==> config.mk <==
export PLATFORM = sky130hd
export DESIGN_NAME = pc16_fetch
export DESIGN_NICKNAME = d
export VERILOG_FILES = /design/src/rtl/pc16_fetch.sv
export SDC_FILE = /design/constraint.sdc
export NUM_CORES = 1
export LEC_CHECK = 0
export CORE_MARGIN = 2
export CORE_UTILIZATION = 40
export DETAILED_ROUTE_END_ITERATION = 12
export PLACE_DENSITY = 0.71
export SLEW_MARGIN = 40
export SYNTH_ARGS = -nofsm -noshare
export SYNTH_HDL_FRONTEND = slang
export SYNTH_HIERARCHICAL = 1
export SYNTH_SLANG_ARGS = --single-unit
==> constraint.sdc <==
create_clock -name clk -period 2.3 [get_ports clk]
set_input_delay 0.46 -clock clk [delete_from_list [all_inputs] [get_ports clk]]
set_output_delay 0.46 -clock clk [all_outputs]
set_load 0.005 [all_outputs]
==> src/rtl/pc16_fetch.sv <==
// 16-bit program counter / fetch stage with Hack-style jump evaluation.
// Define PC16_RAS_EN to build the circular return-address stack (call/ret).
module inc16 (
  input  logic [15:0] in,
  output logic [15:0] out
);
  assign out = in + 16'd1;
endmodule

module pc16_fetch #(
  parameter logic [15:0] RESET_VECTOR = 16'h0000,
  parameter int          RAS_DEPTH    = 4
) (
  input  logic        clk,
  input  logic        reset,
  input  logic        fetch_ready,
  input  logic        load,
  input  logic        inc,
  input  logic [15:0] in,
  input  logic [2:0]  jump,
  input  logic        zr,
  input  logic        ng,
  input  logic        call,
  input  logic        ret,
  output logic [15:0] out,
  output logic        fetch_valid,
  output logic        wrapped,
  output logic        ras_err
);

  typedef enum logic {BOOT, RUN} state_t;

  state_t      state, state_nxt;
  logic        adv, taken;
  logic [15:0] pc_inc, nxt, pop_val;
  logic        wrap_nxt, push, pop;
  logic        ras_call, ras_ret;

  inc16 u_inc (.in(out), .out(pc_inc));

  assign adv   = fetch_valid & fetch_ready;
  assign taken = (jump[2] & ng) | (jump[1] & zr) | (jump[0] & ~ng & ~zr);

  always_comb begin
    state_nxt   = state;
    fetch_valid = 1'b0;
    unique case (state)
      BOOT: state_nxt = RUN;
      RUN:  fetch_valid = 1'b1;
    endcase
  end

  always_comb begin
    nxt      = out;
    wrap_nxt = 1'b0;
    push     = 1'b0;
    pop      = 1'b0;
    if (adv) begin
      if (ras_ret) begin
        pop = 1'b1;
        nxt = pop_val;
      end else if (ras_call) begin
        push = 1'b1;
        nxt  = in;
      end else if (load | taken) begin
        nxt = in;
      end else if (inc) begin
        nxt      = pc_inc;
        wrap_nxt = (out == 16'hFFFF);
      end
    end
  end

  always_ff @(posedge clk) begin
    if (reset) begin
      state   <= BOOT;
      out     <= RESET_VECTOR;
      wrapped <= 1'b0;
    end else begin
      state   <= state_nxt;
      out     <= nxt;
      wrapped <= wrap_nxt;
    end
  end

`ifdef PC16_RAS_EN
  localparam int PW = (RAS_DEPTH > 1) ? $clog2(RAS_DEPTH) : 1;
  localparam int CW = $clog2(RAS_DEPTH + 1);

  logic [15:0]   stk [RAS_DEPTH];
  logic [PW-1:0] sp, sp_inc, sp_dec;
  logic [CW-1:0] cnt;
  logic          full, empty;

  assign ras_call = call;
  assign ras_ret  = ret;
  assign full     = (cnt == CW'(RAS_DEPTH));
  assign empty    = (cnt == '0);
  assign sp_inc   = (sp == PW'(RAS_DEPTH - 1)) ? '0 : sp + PW'(1);
  assign sp_dec   = (sp == '0) ? PW'(RAS_DEPTH - 1) : sp - PW'(1);
  assign pop_val  = empty ? 16'h0000 : stk[sp_dec];

  // sp is the next free slot; when full it also holds the oldest entry
  always_ff @(posedge clk) begin
    if (reset) begin
      sp      <= '0;
      cnt     <= '0;
      ras_err <= 1'b0;
    end else if (pop) begin
      if (empty) begin
        ras_err <= 1'b1;
      end else begin
        sp  <= sp_dec;
        cnt <= cnt - CW'(1);
      end
    end else if (push) begin
      sp <= sp_inc;
      if (full) ras_err <= 1'b1;
      else      cnt     <= cnt + CW'(1);
    end
  end

  always_ff @(posedge clk) begin
    if (!reset && push && !pop) stk[sp] <= pc_inc;
  end
`else
  logic unused_ras;

  assign ras_call   = 1'b0;
  assign ras_ret    = 1'b0;
  assign pop_val    = 16'h0000;
  assign ras_err    = 1'b0;
  assign unused_ras = call ^ ret ^ push ^ pop ^ (RAS_DEPTH == 0);
`endif

endmodule

Word-level counts from Yosys, hierarchy flattened
Index checks and enable logic that the tools add are counted.
{"block": "word_totals", "elab_cells": 24, "in_bits": 28, "regBits": 18, "out_inout_bits": 19}
{"block": "classes", "mux": 4, "n_reduce_logical": 3, "bitwise": 12, "add_sub_neg": 1, "eq_ne": 1}
{"cell": "$mux W16", "count": 2}
{"cell": "$add A16 B1 Y16 const B", "count": 1}
{"cell": "$eq A16 B16 Y1 const B", "count": 1}
{"cell": "$and A1 B1 Y1", "count": 5}
{"cell": "$not A1 Y1", "count": 4}
{"cell": "$reduce_or A4 Y1", "count": 1}
{"cell": "$or A1 B1 Y1", "count": 3}
{"cell": "$mux W1", "count": 2}
{"cell": "$reduce_and A2 Y1", "count": 1}
{"cell": "$reduce_bool A2 Y1", "count": 1}

Logic depth before layout (Yosys ltp)
{"block": "depth", "word_depth": 7, "ltp_mapped": 7, "depth_no_buf": 7}

Cells and area by module
Netlist, hierarchy kept.
{"module": "pc16_fetch", "n_inst": 1, "seq_area_each_um2": 360.3, "area_each_um2": 1126.1, "cells_per_inst": 129}
{"module": "inc16", "n_inst": 1, "seq_area_each_um2": 0.0, "area_each_um2": 297.8, "cells_per_inst": 43}

Least setup slack after synthesis
OpenSTA, ideal clock, no wires.
{"block": "synth_timing", "path_kind": "register -> register", "startpoint": "register out[0]", "endpoint": "register out[12]", "synth_period_minus_slack_ns": 1.709, "required_ns": 2.214, "arrival_time_ns": 1.624, "setup_time_ns": 0.086, "n_path_buf": 0, "path_slack_ns": 0.591, "path_stages_with_launch": 8, "path_cell_list": "dfxtp_1 ha_1 nand4_1 nor4_1 xor2_1 nand2b_1 o22ai_1 a211oi_1"}
{"block": "synth_via", "elab_chain_cells": 3}
{"element": "start, declared", "line_no": "25", "source": "output logic [15:0] out,"}
{"element": "start signal, assigned", "line_no": "81", "source": "out <= nxt;"}
{"element": "$add A16 B1 Y16", "line_no": "7", "source": "assign out = in + 16'd1;"}
{"element": "via pc_inc[12]", "line_no": "35", "source": "logic [15:0] pc_inc, nxt, pop_val;"}
{"element": "$mux W16", "line_no": "67", "source": "end else if (inc) begin"}
{"element": "$mux W16", "line_no": "65", "source": "end else if (load | taken) begin"}
The timed path passes the listed nets, and every way through them passes these cells. The select of a mux whose other input is x is not followed.
A chain may end at the register's enable or synchronous reset.

Final worst setup path
{"block": "layout_timing", "startpoint": "register out[2]", "endpoint": "output out[2]"}
No word-level cell between the ends.

==> impl_metrics.yaml <==
power_and_ir_drop:
  leakage_nw: 0.6390
  ir_drop_v: 0.0001992
  powerDensity_nw_per_um2: 408.2
  total_power_uw: 782.5
logic_synthesis:
  synth_top_area_share_pct: 25.31
  synth.distinct_cells: 31
  yosys.area.top_type: "dfxtp_1"
  synthFlopType: "dfxtp_1"
  ys_ff_latch: 18
  synth_most_common_cell: "dfxtp_1"
  async_flop_share_pct: 0
  synth_warnings: 6
  ys_seq_area_share_pct: 25.31
  syn_nets: 201
  synth_area_leaders: "dfxtp_1 (25%), a311oi_1 (9.8%), a211oi_2 (8.8%)"
  synth_edf_count: 0
  synth_common_cells: "dfxtp_1 (18), a311oi_1 (16), nand2b_1 (16), o21ai_0 (16), o22ai_1 (16)"
  syn_area_um2: 1424
  syn_inst: 172
  syn_avg_cell_area_um2: 8.278
final_layout:
  fin_nets: 242
  fin_util_pct: 56.55
  antennaDiodeCount: 0
  drive_above_1_share_pct: 12.32
  syn_to_final_growth_pct: 34.62
floorplan:
  start_util_pct: 42.01
  rows: 21
  io_pins: 47
  core_um2: 3390
  die_area_um2: 4053
  die_h_um: 63.66
  dieWidth_um: 63.66
sta:
  finClkSkew_ps: 7.540
  clock.fmax_mhz: 534.0
  finalSetupViolations: 0
  setup_tns_ps: 0
  min_period_ps: 1873
  drv_slew: 0
  tightestPinTransition_ps: 580.7
  rsz0062_at_grt: "no"
  relSlewSlack_pct: 61.29
  hold_viol: 0
  period_share_pct: 81.42
worst_setup_path:
  max_stage_delay_ps: 570
  slowest_stage: "clkdlybuf4s50_1"
  endpoint_kind: "primary output"
  path_delay_family: "buffers and inverters"
  cp-start-kind: "flip-flop"
  crit_buf_inv: 1
  worst_ep_required_time_ps: 1840
  setup.worst_path.class: "flip-flop to primary output"
  crit_chain: "clkdlybuf4s50_1"
  cp_max_fo: 9
  cp_data_arrival_time_ps: 1410
cts:
  clk_pin_slew_worst_paths_ps: 110
  clock_sinks: 18
  htreeDepth: 1
  numCtsBuffers: 3
  cts_post_setup_buffers_inserted: 0
  holdBufCountCts: 0
  cts_root_buf: "clkbuf_4"
  cts_tree: "done"
  ctsResizeCount: 0
  clkLatencyLatePin_ps: 300
  clockBufferDepth: 2
placement:
  portBuffers: 43
  gp_congestion: 0.8096
  dpl.hpwl_um: 2827
detailed_routing:
  wl_um: 4009
  vias: 1506
  viasPerCell: 5.860
  drt_iter0_markers: 132
  drc: 0
  wl_per_cell_um: 15.60
  ant_nets: 0
  dr.pass1.iters: 4
global_route:
  first_global_vias: 1377
  antenna_found_initial: 0
  grt_max_degree: 34
  grt_pass1_wl_um: 6555
  grtUsageTotal_pct: 19.87
  gr-total-overflow: 0
worst_hold_path:
  hp-class: "flip-flop to flip-flop"
outcome:
  status: "finished clean"
flow_run:
  drv_cap: 0
sequential cells by signal, summed over array words and instances (netlist names):
| name | count |
|---|---|
| out | 16 |
| state | 1 |
| wrapped | 1 |
layout make-up:
class / instances / area, um2
timing repair buffer: 51 / 490.5
multi-input combinational: 134 / 967.2
sequential: 18 / 360.3
inverter: 5 / 18.77
fill: 320 / 1473
tap: 46 / 57.56
clock buffer: 3 / 22.52
per-stage QoR:
step | setup slack, ps | cell area (um2) | instances | hold slack, ps
finish | 427.3 | 1917 | 257 | 659.4
global route | 316.7 | 1917 | 257 | 710.6
CTS | 417.3 | 1917 | 257 | 660.9
detailed placement | 111.2 | 1894 | 254 | 648.2
global placement | 181.9 | 1894 | 254 | 618.3
floorplan | 590.7 | 1424 | 172 | 591.2
metal layers:
metal	share of wire [%]	vias up	global-route usage, %	wire length (um)
met5	0	-	0	0
met4	1.4	0	6.522	56
met3	5.1	6	2.143	206
met2	50	48	33.95	1989
met1	44	705	25.95	1757
li1	-	747	-	-
placed cells by master, fill, tap and decap left out, types with 6 or more instances in the layout:
cell,synthesis,routed
clkdlybuf4s50_1,0,43
a211oi_2,10,10
nand4_1,6,6
xor2_1,9,9
buf_4,1,8
a211oi_1,6,6
a311oi_1,16,16
nand2_1,7,7
dfxtp_1,18,18
nand2b_1,16,16
o22ai_1,16,16
o21ai_0,16,16
nor3_1,6,6
where the power goes:
part / switching [mW] / total [mW] / internal, mW
Combinational: 0.109 / 0.244 / 0.135
Sequential: 0.0385 / 0.371 / 0.332
Clock: 0.106 / 0.167 / 0.0611
worst paths after layout:
kind / slack, ps / from / cells past startpoint / to
max reg2reg: 490 / out[6] / 6 / out[15]
min reg2reg: 660 / out[14] / 2 / out[14]
min: 660 / out[14] / 2 / out[14]
max: 430 / out[2] / 1 / out[2]
cells by family (layout without fill, tap and decap cells):
family / count (synthesis) / count (layout) / share of synthesized area, %
flip-flops: 18 / 18 / 25.31
XOR/XNOR: 14 / 14 / 8.612
buffers and inverters: 20 / 59 / 6.767
adder cells (fa/ha/maj): 1 / 1 / 0.8786
AND/OR/NAND/NOR: 53 / 53 / 23.11
AO/OA/AOI/OAI: 65 / 65 / 35.06
other: 1 / 1 / 0.2634
(Power assumes the default switching activity.)
